<file path="config.mk">
export PLATFORM = sky130hd
export DESIGN_NAME = audio_serial_tx
export DESIGN_NICKNAME = d
export VERILOG_FILES = /design/src/rtl/audio_serial_tx.sv
export SDC_FILE = /design/constraint.sdc
export NUM_CORES = 1
export LEC_CHECK = 0
export ABC_AREA = 1
export CAP_MARGIN = 20
export CORE_AREA = 2 2 81 83
export DETAILED_ROUTE_END_ITERATION = 10
export DIE_AREA = 0 0 83 85
export PLACE_DENSITY = 0.8
export SLEW_MARGIN = 20
export SYNTH_ARGS = -nofsm -noshare
export SYNTH_HDL_FRONTEND = slang
export SYNTH_SLANG_ARGS = --single-unit
export TNS_END_PERCENT = 50
</file>
<file path="constraint.sdc">
create_clock -name clk -period 3.3 [get_ports clk]
set_clock_uncertainty 0.1 [all_clocks]
set_input_delay 0.495 -clock clk [delete_from_list [all_inputs] [get_ports clk]]
set_output_delay 0.495 -clock clk [all_outputs]
set_load 0.05 [all_outputs]
</file>
<file path="src/rtl/audio_serial_tx.sv">
// I2S playback serializer: pulls one stereo pair per frame over valid/ready and
// shifts it out MSB first on sdata with bclk/lrclk generated from clk.
// Optional build macro AUDIO_SERIAL_TX_HOLD_LAST_EN: on underrun, repeat the last
// pair instead of sending silence.
module audio_serial_tx #(
   parameter int unsigned DATA_WIDTH = 16,
   parameter int unsigned SLOT_WIDTH = 16,
   parameter int unsigned BCLK_DIV   = 4
) (
   input  logic                  clk,
   input  logic                  reset,
   input  logic                  enable,
   input  logic [DATA_WIDTH-1:0] sample_left,
   input  logic [DATA_WIDTH-1:0] sample_right,
   input  logic                  sample_valid,
   output logic                  sample_ready,
   output logic                  underrun,
   output logic                  bclk,
   output logic                  lrclk,
   output logic                  sdata
);

   localparam int unsigned FrameBits = 2 * SLOT_WIDTH;
   localparam int unsigned BitW      = $clog2(FrameBits);
   localparam int unsigned DivW      = (BCLK_DIV > 1) ? $clog2(BCLK_DIV) : 1;
   localparam int unsigned PadBits   = SLOT_WIDTH - DATA_WIDTH;

   localparam logic [BitW-1:0] BitLast   = BitW'(FrameBits - 1);
   // lrclk leads the data by one bit: high from the last left bit to the
   // second-to-last right bit.
   localparam logic [BitW-1:0] BitLrHigh = BitW'(SLOT_WIDTH - 1);
   localparam logic [BitW-1:0] BitLrLow  = BitW'(FrameBits - 2);
   localparam logic [DivW-1:0] DivLast   = DivW'(BCLK_DIV - 1);

   typedef enum logic [0:0] {StIdle, StRun} state_e;

   state_e                state_q, state_d;
   logic [DivW-1:0]       div_q, div_d;
   logic [BitW-1:0]       bit_q, bit_d;
   logic                  bclk_q, bclk_d;
   logic                  lrclk_q, lrclk_d;
   logic                  sdata_q, sdata_d;
   logic                  ready_q, ready_d;
   logic [DATA_WIDTH-1:0] hold_l_q, hold_l_d;
   logic [DATA_WIDTH-1:0] hold_r_q, hold_r_d;
   logic [FrameBits-1:0]  shift_q, shift_d;

   logic                  div_wrap;
   logic                  fall_tick;
   logic                  stopping;
   logic [BitW-1:0]       bit_next;
   logic [SLOT_WIDTH-1:0] left_slot;
   logic [SLOT_WIDTH-1:0] right_slot;
   logic [FrameBits-1:0]  frame_load;

   assign div_wrap   = (div_q == DivLast);
   assign fall_tick  = (state_q == StRun) && div_wrap && bclk_q;
   assign bit_next   = (bit_q == BitLast) ? '0 : bit_q + 1'b1;
   // Stop decision is taken only at the tick entering the last bit of the frame.
   assign stopping   = fall_tick && (bit_next == BitLast) && !enable;
   assign left_slot  = SLOT_WIDTH'(hold_l_q) << PadBits;
   assign right_slot = SLOT_WIDTH'(hold_r_q) << PadBits;
   assign frame_load = {left_slot, right_slot};

   // State register.
   always_ff @(posedge clk) begin
      if (reset) begin
         state_q <= StIdle;
      end else begin
         state_q <= state_d;
      end
   end

   // Next-state logic.
   always_comb begin
      state_d = state_q;
      unique case (state_q)
         StIdle:  if (enable) state_d = StRun;
         StRun:   if (stopping) state_d = StIdle;
         default: state_d = StIdle;
      endcase
   end

   // Datapath next values; everything clears in IDLE and on stop.
   always_comb begin
      div_d    = '0;
      bclk_d   = 1'b0;
      bit_d    = '0;
      lrclk_d  = 1'b0;
      sdata_d  = 1'b0;
      ready_d  = 1'b0;
      hold_l_d = '0;
      hold_r_d = '0;
      shift_d  = '0;
      if (state_q == StIdle) begin
         if (enable) begin
            bit_d   = BitLast;
            ready_d = 1'b1;
         end
      end else if (!stopping) begin
         div_d    = div_wrap ? '0 : div_q + 1'b1;
         bclk_d   = div_wrap ? ~bclk_q : bclk_q;
         bit_d    = bit_q;
         lrclk_d  = lrclk_q;
         sdata_d  = sdata_q;
         hold_l_d = hold_l_q;
         hold_r_d = hold_r_q;
         shift_d  = shift_q;
         if (fall_tick) begin
            bit_d   = bit_next;
            lrclk_d = (bit_next >= BitLrHigh) && (bit_next <= BitLrLow);
            if (bit_next == '0) begin
               sdata_d = frame_load[FrameBits-1];
               shift_d = frame_load << 1;
            end else begin
               sdata_d = shift_q[FrameBits-1];
               shift_d = shift_q << 1;
            end
            if (bit_next == BitLast) ready_d = 1'b1;
         end
         if (ready_q) begin
            if (sample_valid) begin
               hold_l_d = sample_left;
               hold_r_d = sample_right;
            end else begin
`ifdef AUDIO_SERIAL_TX_HOLD_LAST_EN
               hold_l_d = hold_l_q;
               hold_r_d = hold_r_q;
`else
               hold_l_d = '0;
               hold_r_d = '0;
`endif
            end
         end
      end
   end

   // Datapath registers.
   always_ff @(posedge clk) begin
      if (reset) begin
         div_q    <= '0;
         bclk_q   <= 1'b0;
         bit_q    <= '0;
         lrclk_q  <= 1'b0;
         sdata_q  <= 1'b0;
         ready_q  <= 1'b0;
         hold_l_q <= '0;
         hold_r_q <= '0;
         shift_q  <= '0;
      end else begin
         div_q    <= div_d;
         bclk_q   <= bclk_d;
         bit_q    <= bit_d;
         lrclk_q  <= lrclk_d;
         sdata_q  <= sdata_d;
         ready_q  <= ready_d;
         hold_l_q <= hold_l_d;
         hold_r_q <= hold_r_d;
         shift_q  <= shift_d;
      end
   end

   // Outputs; underrun flags an accept cycle with no sample offered.
   always_comb begin
      sample_ready = ready_q;
      underrun     = ready_q & ~sample_valid;
      bclk         = bclk_q;
      lrclk        = lrclk_q;
      sdata        = sdata_q;
   end

endmodule
</file>
Word level (Yosys, flattened, before mapping)

Index checks and enable logic that the tools add are counted.

Bits in registers: 76
Bits in latches: 0
RAM bits: 0
ROM bits: 0
Bits of input ports: 36
Output and inout bits: 5
Logic and storage cells: 47
Memories kept: 0

$add $sub $neg: 2
Multipliers: 0
Divide/modulo/power cells: 0
Order comparisons: 2
Equal/unequal tests: 4
Shift-type cells: 0
Mux-type cells: 16
Bitwise operators: 4
Reduce and logical (&&, ||, !) cells: 9

Operator list:

| operator                                               | count |
|---|---|
| 2-to-1 mux 16 bit                                      | 2 |
| 2-to-1 mux 32 bit                                      | 1 |
| 2-to-1 mux 5 bit                                       | 5 |
| == test 5 bit (second input constant)                  | 2 |
| 2-to-1 mux 1 bit                                       | 7 |
| adder 5 x 1 -> 5 bit (second input constant)           | 1 |
| >= comparator 5 x 4 -> 1 bit (second input constant)   | 1 |
| <= comparator 5 bit (second input constant)            | 1 |
| logical AND 1 bit                                      | 5 |
| zero test 5 bit                                        | 1 |
| OR reduction 4 bit                                     | 1 |
| inequality test 3 x 1 -> 1 bit (second input constant) | 1 |
| NOT 1 bit                                              | 3 |
| OR reduction 3 bit                                     | 1 |
| adder 2 x 1 -> 2 bit (second input constant)           | 1 |
| == test 2 bit (second input constant)                  | 1 |
| case mux 1 bit (2 select lines)                        | 1 |
| AND 1 bit                                              | 1 |
| zero test 1 bit                                        | 1 |

Longest topological paths before layout

Gate-level depths: netlist (run 1).

Depth after elaboration: 7
Depth in mapped cells: 14
Depth with buffers taken out: 12

Least setup slack after synthesis (run 1)

OpenSTA, ideal clock, no wires.

Path type: flip-flop to output port
Start: reg ready_q (netlist: sample_ready)
End: out underrun
Data arrival time: 1.818 ns
Data required time: 2.705 ns
Slack: 0.887 ns
Stages on the path, launching flop included: 5
Buffers on the path: 2
Cell sequence: dfxtp_1 -> clkbuf_1 -> inv_1 -> clkbuf_1 -> nor2_1

Word-level cells in the longest chain between the ends: 1

RTL lines:

| item                   | RTL line | source |
|---|---|---|
| from (decl)            | 43       | `logic ready_q, ready_d;` |
| from (signal assigned) | 156      | `ready_q <= ready_d;` |
| AND 1 bit              | 166      | `underrun = ready_q & ~sample_valid;` |
| to (decl)              | 17       | `output logic underrun,` |

Every way passes these cells.

Worst setup path after layout (run 1)

Start: reg bit_q[0]
End: reg shift_q[28]

Word-level cells in the longest chain between the ends: 6
Elaborated cells between the ends (all ways): 9
Classes of those cells: add/sub: 1; eq/ne: 2; mux: 2; reduce/logical: 4

RTL lines:

| item                                                         | RTL line | source |
|---|---|---|
| from (decl)                                                  | 39       | `logic [BitW-1:0] bit_q, bit_d;` |
| from (signal assigned)                                       | 153      | `bit_q <= bit_d;` |
| adder 5 x 1 -> 5 bit / == test 5 bit (equally long branches) | 58       | `assign bit_next = (bit_q == BitLast) ? '0 : bit_q + 1'b1;` |
| 2-to-1 mux 5 bit *                                           | 58       |  |
| == test 5 bit                                                | 60       | `assign stopping = fall_tick && (bit_next == BitLast) && !enable;` |
| logical AND 1 bit (2 in a row)                               | 60       |  |
| OR reduction 3 bit (no source line)                          | -        |  |
| to (signal assigned)                                         | 159      | `shift_q <= shift_d;` |
| to (decl)                                                    | 46       | `logic [FrameBits-1:0] shift_q, shift_d;` |

Mark *: on every way between the ends. The rest lies on a longest branch, timed or not.
A chain may end at the register's enable or synchronous reset.

==> results of run 1 <==
==> cell type report <==
cell class,count,share of cell area (%)
clock buffer,10,3.38
clock inverter,6,2.76
inverter,46,4.24
multi-input combinational,286,38.4
sequential,75,36.8
tap,77,2.36
timing repair buffer,47,12.0
==> per-layer routing <==
layer / vias up / GRT usage (%) / routed length, um
met5: - / 0 / 0
met3: 11 / 6.71 / 354
li1: 1490 / - / -
met1: 1326 / 24.2 / 3220
met4: 0 / 6.71 / 99
met2: 64 / 40.0 / 3560
==> path summary, 6_finish.rpt <==
check                           slack, ps     endpoint  cells after the start      from
worst min register to register        330     div_q[0]                      1  div_q[0]
worst max register to register        660  shift_q[28]                     13  bit_q[0]
worst min-delay path                  330     div_q[0]                      1  div_q[0]
worst max-delay path                  660  shift_q[28]                     13  bit_q[0]
==> kinds of logic (layout without fill, tap and decap cells) <==
family          Yosys count  in the layout  synth area share (%)
fa+ha+maj                 3              3                  1.09
compound gates          103            103                  21.7
simple gates            180            180                  22.7
flops                    75             75                  43.6
buf+inv                  77            109                  10.9
==> state kept, by name, indices dropped and copies added (netlist names) <==
register / flops
hold_l_q: 16
bit_q: 5
sample_ready: 1
bclk: 1
lrclk: 1
shift_q: 31
state_q: 1
sdata: 1
div_q: 2
hold_r_q: 16
==> power groups by stage <==
stage	sequential [uW]	combinational, uW	clock [uW]
3_3_place_gp	944	189	0
5_1_grt	925	216	909
4_1_cts	924	195	876
2_1_floorplan	945	132	0
3_5_place_dp	945	193	0
6_report	924	195	856
==> cells in the final DEF, fill, tap and decap left out, types with 4 or more instances in the layout <==
cell and instances:
nand2_1 117, dfxtp_1 75, inv_1 45, nand3_1 41, a21oi_2 40, clkdlybuf4s50_1 39, o211ai_1 31, a21oi_1 31
clkbuf_8 10, nor2_1 7, buf_4 5, nor2_2 4
==> critical path, delay by kind of cell (launching register included) <==
family                   cells  cell delay, ps
AO/OA/AOI/OAI                2             140
buffers and inverters        2             460
flip-flops                   1             350
AND/OR/NAND/NOR              7            1080
adder cells (fa/ha/maj)      2             400
==> metrics by stage <==
stage	setup WS [ps]	cell area (um2)	cells	total power, uW
after detailed placement	714	3820	531	1140
after global routing	391	4080	547	2050
after CTS	655	4080	547	2000
after global placement	834	3820	531	1130
after floorplan	887	3440	438	1080
final	657	4080	547	1980
==> flow_metrics.py, run 1 <==
metrics = {
    "clock_tree": {
        "clk_root_buffer_cell": "clkbuf_8",
        "clock_path_buffers": 2,
        "clock_latency_ps": 350,
        "cts.sinks": 75,
        "post_cts_buffers": 0,
        "path_clk_slew_ps": 70,
        "cts_tree": "done",
        "ctsHoldBuffers": 0,
        "h-tree-depth": 3,
        "cts_made_buffers": 9,
        "post_cts_resize_count": 0,
    },
    "route": {
        "ant_nets": 0,
        "dr.pass1.iters": 4,
        "routed-via-count": 2891,
        "wl_per_cell_um": 13.2,
        "viasPerCell": 5.29,
        "routed_wirelength_um": 7240,
        "drc": 0,
        "drt_first_iter_violations": 105,
    },
    "synthesis": {
        "yosys_warnings": 0,
        "synth_ff_type": "dfxtp_1",
        "avgSynthCellArea_um2": 7.86,
        "netlist_top_cells_area": "dfxtp_1, nand2_1, a21oi_2, o211ai_1, nand3_1",
        "ys_seq_area_share_pct": 43.6,
        "synth_cells": 438,
        "syn-num-nets": 477,
        "ys_seq_elements": 75,
        "synth_edf_count": 0,
        "ys_top_cells_by_count": "nand2_1, dfxtp_1, inv_1",
        "synth_top_area_share_pct": 43.6,
        "synthesis.area_mm2": 0.00344,
        "yosysMostFrequentCell": "nand2_1",
        "synth_cell_types": 23,
        "yosysTopAreaCell": "dfxtp_1",
        "async_flop_share_pct": 0,
    },
    "floorplan": {
        "coreArea_mm2": 0.00620,
        "die_w_um": 83,
        "fp.dieArea_mm2": 0.00706,
        "start_util_pct": 55.5,
        "rows": 29,
        "dieHeight_um": 85,
        "ios": 41,
    },
    "finish": {
        "seq_area_mm2": 0.00150,
        "multi_input_area_mm2": 0.00157,
        "final_util_pct": 65.7,
        "num-fill-cells": 498,
        "final_nets": 504,
        "drive_gt1_share_pct": 16.4,
        "syn_to_final_growth_pct": 18.4,
        "diodes": 0,
    },
    "global_route": {
        "grt_pass1_vias": 2958,
        "antenna_found_initial": 0,
        "grt_start_max_net_pins": 36,
        "grt_use_total_pct": 21.8,
        "gr-total-overflow": 0,
        "grt_pass1_wl_um": 12600,
    },
    "setup_path": {
        "crit_type": "flop to flop",
        "worst_path_most_repeated_cell": "ha_1",
        "end_kind": "flop",
        "cp_max_fo": 33,
        "start_kind": "flop",
        "required_ps": 3430,
        "arrival_ps": 2780,
        "slowest_stage": "nand2_4",
        "crit_chain": "ha_1 > nand2_1 > nor2_1 > ha_1 > inv_1 > nand3_1 > nor2_2 > nand4_1 > nand2_2 > o21ai_2 > nand2_4 > buf_4 > a21oi_1",
        "cpPeakStageDelay_ps": 380,
    },
    "timing": {
        "holdWs_ps": 331,
        "hold_viol_final": 0,
        "maxSlewHeadroom_pct": 31.8,
        "post-route-min-period_ps": 2640,
        "max_freq_mhz": 378,
        "worst_slew_pin_slew_ps": 1020,
        "tns_ps": 0,
        "slew_viol_final": 0,
        "period_share_pct": 80.1,
        "setup_viol": 0,
        "rsz0062_at_grt": "false",
    },
    "hold_path": {
        "hold_class": "flop to flop",
    },
    "power_and_ir_drop": {
        "power_frac_seq_pct": 46.8,
        "p_leak_uw": 0.00145,
        "p_int_uw": 1520,
        "clockPowerShare_pct": 43.4,
        "ir_worst_vdd_mv": 0.480,
        "swShare_pct": 23.2,
        "power.share.combinational_pct": 9.9,
        "p_switching_uw": 458,
        "powerDensity_mw_per_mm2": 485,
    },
    "job": {
        "max-cap-violations": 0,
    },
    "status": {
        "status": "finished clean",
    },
    "place": {
        "io_buffers": 40,
        "dp_hpwl_um": 4470,
        "place_congestion": 0.871,
    },
}
Power figures use the tool's default switching activity.
==> run 2, diff against run 1 <==
--- a/config.mk
+++ b/config.mk
@@ -7,10 +7,10 @@
 export LEC_CHECK = 0
 export ABC_AREA = 1
 export CAP_MARGIN = 20
-export CORE_AREA = 2 2 81 83
+export CORE_AREA = 2 2 83 85
 export DETAILED_ROUTE_END_ITERATION = 10
-export DIE_AREA = 0 0 83 85
-export PLACE_DENSITY = 0.8
+export DIE_AREA = 0 0 85 87
+export PLACE_DENSITY = 0.76
 export SLEW_MARGIN = 20
 export SYNTH_ARGS = -nofsm -noshare
 export SYNTH_HDL_FRONTEND = slang
==> constraint.sdc (replaced) <==
create_clock -name clk -period 2.6 [get_ports clk]
set_clock_uncertainty 0.1 [all_clocks]
set_input_delay 0.39 -clock clk [delete_from_list [all_inputs] [get_ports clk]]
set_output_delay 0.39 -clock clk [all_outputs]
set_load 0.05 [all_outputs]
==> run 2 against run 1 <==
  * Power increased by 16%
  * Worst setup slack got worse by 380 ps
  * Final area decreased by 0.80%
  * Critical endpoint is now shift_q[27]
  * Largest power group unchanged
==> flow_metrics.py, run 2 (synthesis results as in run 1) <==
metrics = {
    "status": {
        "status": "finished clean",
    },
    "global_route": {
        "met2_usage_pct": 35.7,
        "grtUsageMet1_pct": 23.4,
        "grt_pass1_wl_um": 12000,
        "grt_use_total_pct": 20.2,
        "grt_pass1_vias": 2783,
        "met3_usage_pct": 6.07,
        "antenna_found_initial": 0,
        "gr-total-overflow": 0,
        "grt_start_max_net_pins": 46,
        "grt_busiest_layer": "met2",
    },
    "floorplan": {
        "ios": 41,
        "die_w_um": 85,
        "dieHeight_um": 87,
        "fp.dieArea_mm2": 0.00740,
        "coreArea_mm2": 0.00657,
        "start_util_pct": 52.4,
        "rows": 30,
    },
    "power_and_ir_drop": {
        "power.share.combinational_pct": 10.7,
        "p_leak_uw": 0.00143,
        "p_int_uw": 1710,
        "clockPowerShare_pct": 37.9,
        "swShare_pct": 25.4,
        "p_switching_uw": 580,
        "powerDensity_mw_per_mm2": 565,
        "ir_worst_vdd_mv": 0.397,
        "power_frac_seq_pct": 51.4,
    },
    "hold_path": {
        "hold_class": "flop to flop",
    },
    "clock_tree": {
        "h-tree-depth": 3,
        "ctsHoldBuffers": 0,
        "clk_root_buffer_cell": "clkbuf_8",
        "post_cts_buffers": 0,
        "clock_latency_ps": 350,
        "cts.sinks": 75,
        "cts_tree": "done",
        "post_cts_resize_count": 0,
        "cts_made_buffers": 9,
        "clock_path_buffers": 2,
        "path_clk_slew_ps": 80,
    },
    "timing": {
        "max_freq_mhz": 430,
        "tns_ps": 0,
        "hold_viol_final": 0,
        "rsz0062_at_grt": "false",
        "post-route-min-period_ps": 2320,
        "worst_slew_pin_slew_ps": 499,
        "period_share_pct": 89.4,
        "slew_viol_final": 0,
        "maxSlewHeadroom_pct": 66.7,
        "setup_viol": 0,
    },
    "place": {
        "placedInstanceArea_mm2": 0.00385,
        "place_congestion": 0.859,
        "io_buffers": 40,
        "dp_hpwl_um": 4610,
    },
    "finish": {
        "final_nets": 507,
        "diodes": 0,
        "final_cell_mix": "nand2_1, dfxtp_1, inv_1",
        "final_area_mm2": 0.00404,
        "largest_register_ffs": 31,
        "top_register": "shift_q",
        "syn_to_final_growth_pct": 17.5,
        "drive_gt1_share_pct": 16.9,
        "mostFrequentLayoutCell": "nand2_1",
        "reg_top3": "shift_q (31), hold_l_q (16), hold_r_q (16)",
    },
    "route": {
        "viasPerCell": 5.14,
        "routed-via-count": 2840,
        "routed_wirelength_um": 7000,
        "drc": 0,
        "ant_nets": 0,
        "wl_per_cell_um": 12.7,
        "drt_first_iter_violations": 128,
        "dr.pass1.iters": 4,
    },
    "setup_path": {
        "start_kind": "flop",
        "cp_max_fo": 21,
        "end_kind": "flop",
        "crit_type": "flop to flop",
        "arrival_ps": 2450,
        "required_ps": 2720,
    },
    "job": {
        "max-cap-violations": 0,
    },
}
run 2: metal layers:
layer  up-vias  wire length (um)
li1       1494                 -
met1      1283              3270
met2        55              3320
met3         8               311
met4         0                95
met5         -                 0
run 2: through the flow:
stage	worst slack, ps	cells	power, uW	util [%]	hold slack [ps]
final	275	553	2290	61.5	323
after detailed placement	292	537	1450	58.6	311
after global placement	412	537	1440	58.6	307
after floorplan	292	438	1370	-	298
after CTS	272	553	2310	61.5	323
after global routing	91.0	553	2380	61.5	333
run 2: critical path, cell delays in order (launching register included):
cell     delay [ps]
dfxtp_1         340
ha_1            220
nand2_1         110
nor2_1           60
ha_1            170
inv_1           150
nand3_2         140
nor2_2          140
nand4_1         120
nand2_2         110
o21ai_2          80
nand2_4          70
buf_4           300
a21oi_1          80
run 2: layout make-up:
type	count	area, um2
clock buffer	10	128
clock inverter	6	66.3
fill	596	2530
inverter	46	173
multi-input combinational	286	1570
sequential	75	1500
tap	80	100
timing repair buffer	50	508
run 2: path summary, 6_finish.rpt:
check	startpoint	to	slack [ps]	cells after the start
setup reg to reg	bit_q[0]	shift_q[27]	280	13
setup / recovery	bit_q[0]	shift_q[27]	280	13
hold / removal	div_q[0]	div_q[0]	320	1
hold reg to reg	div_q[0]	div_q[0]	320	1
run 2: power by group through the flow:
stage | Clock (uW) | Combinational [uW] | Sequential [uW]
floorplan | 0 | 168 | 1200
global placement | 0 | 240 | 1200
detailed placement | 0 | 244 | 1200
CTS | 890 | 246 | 1180
global route | 935 | 269 | 1180
finish | 865 | 245 | 1180
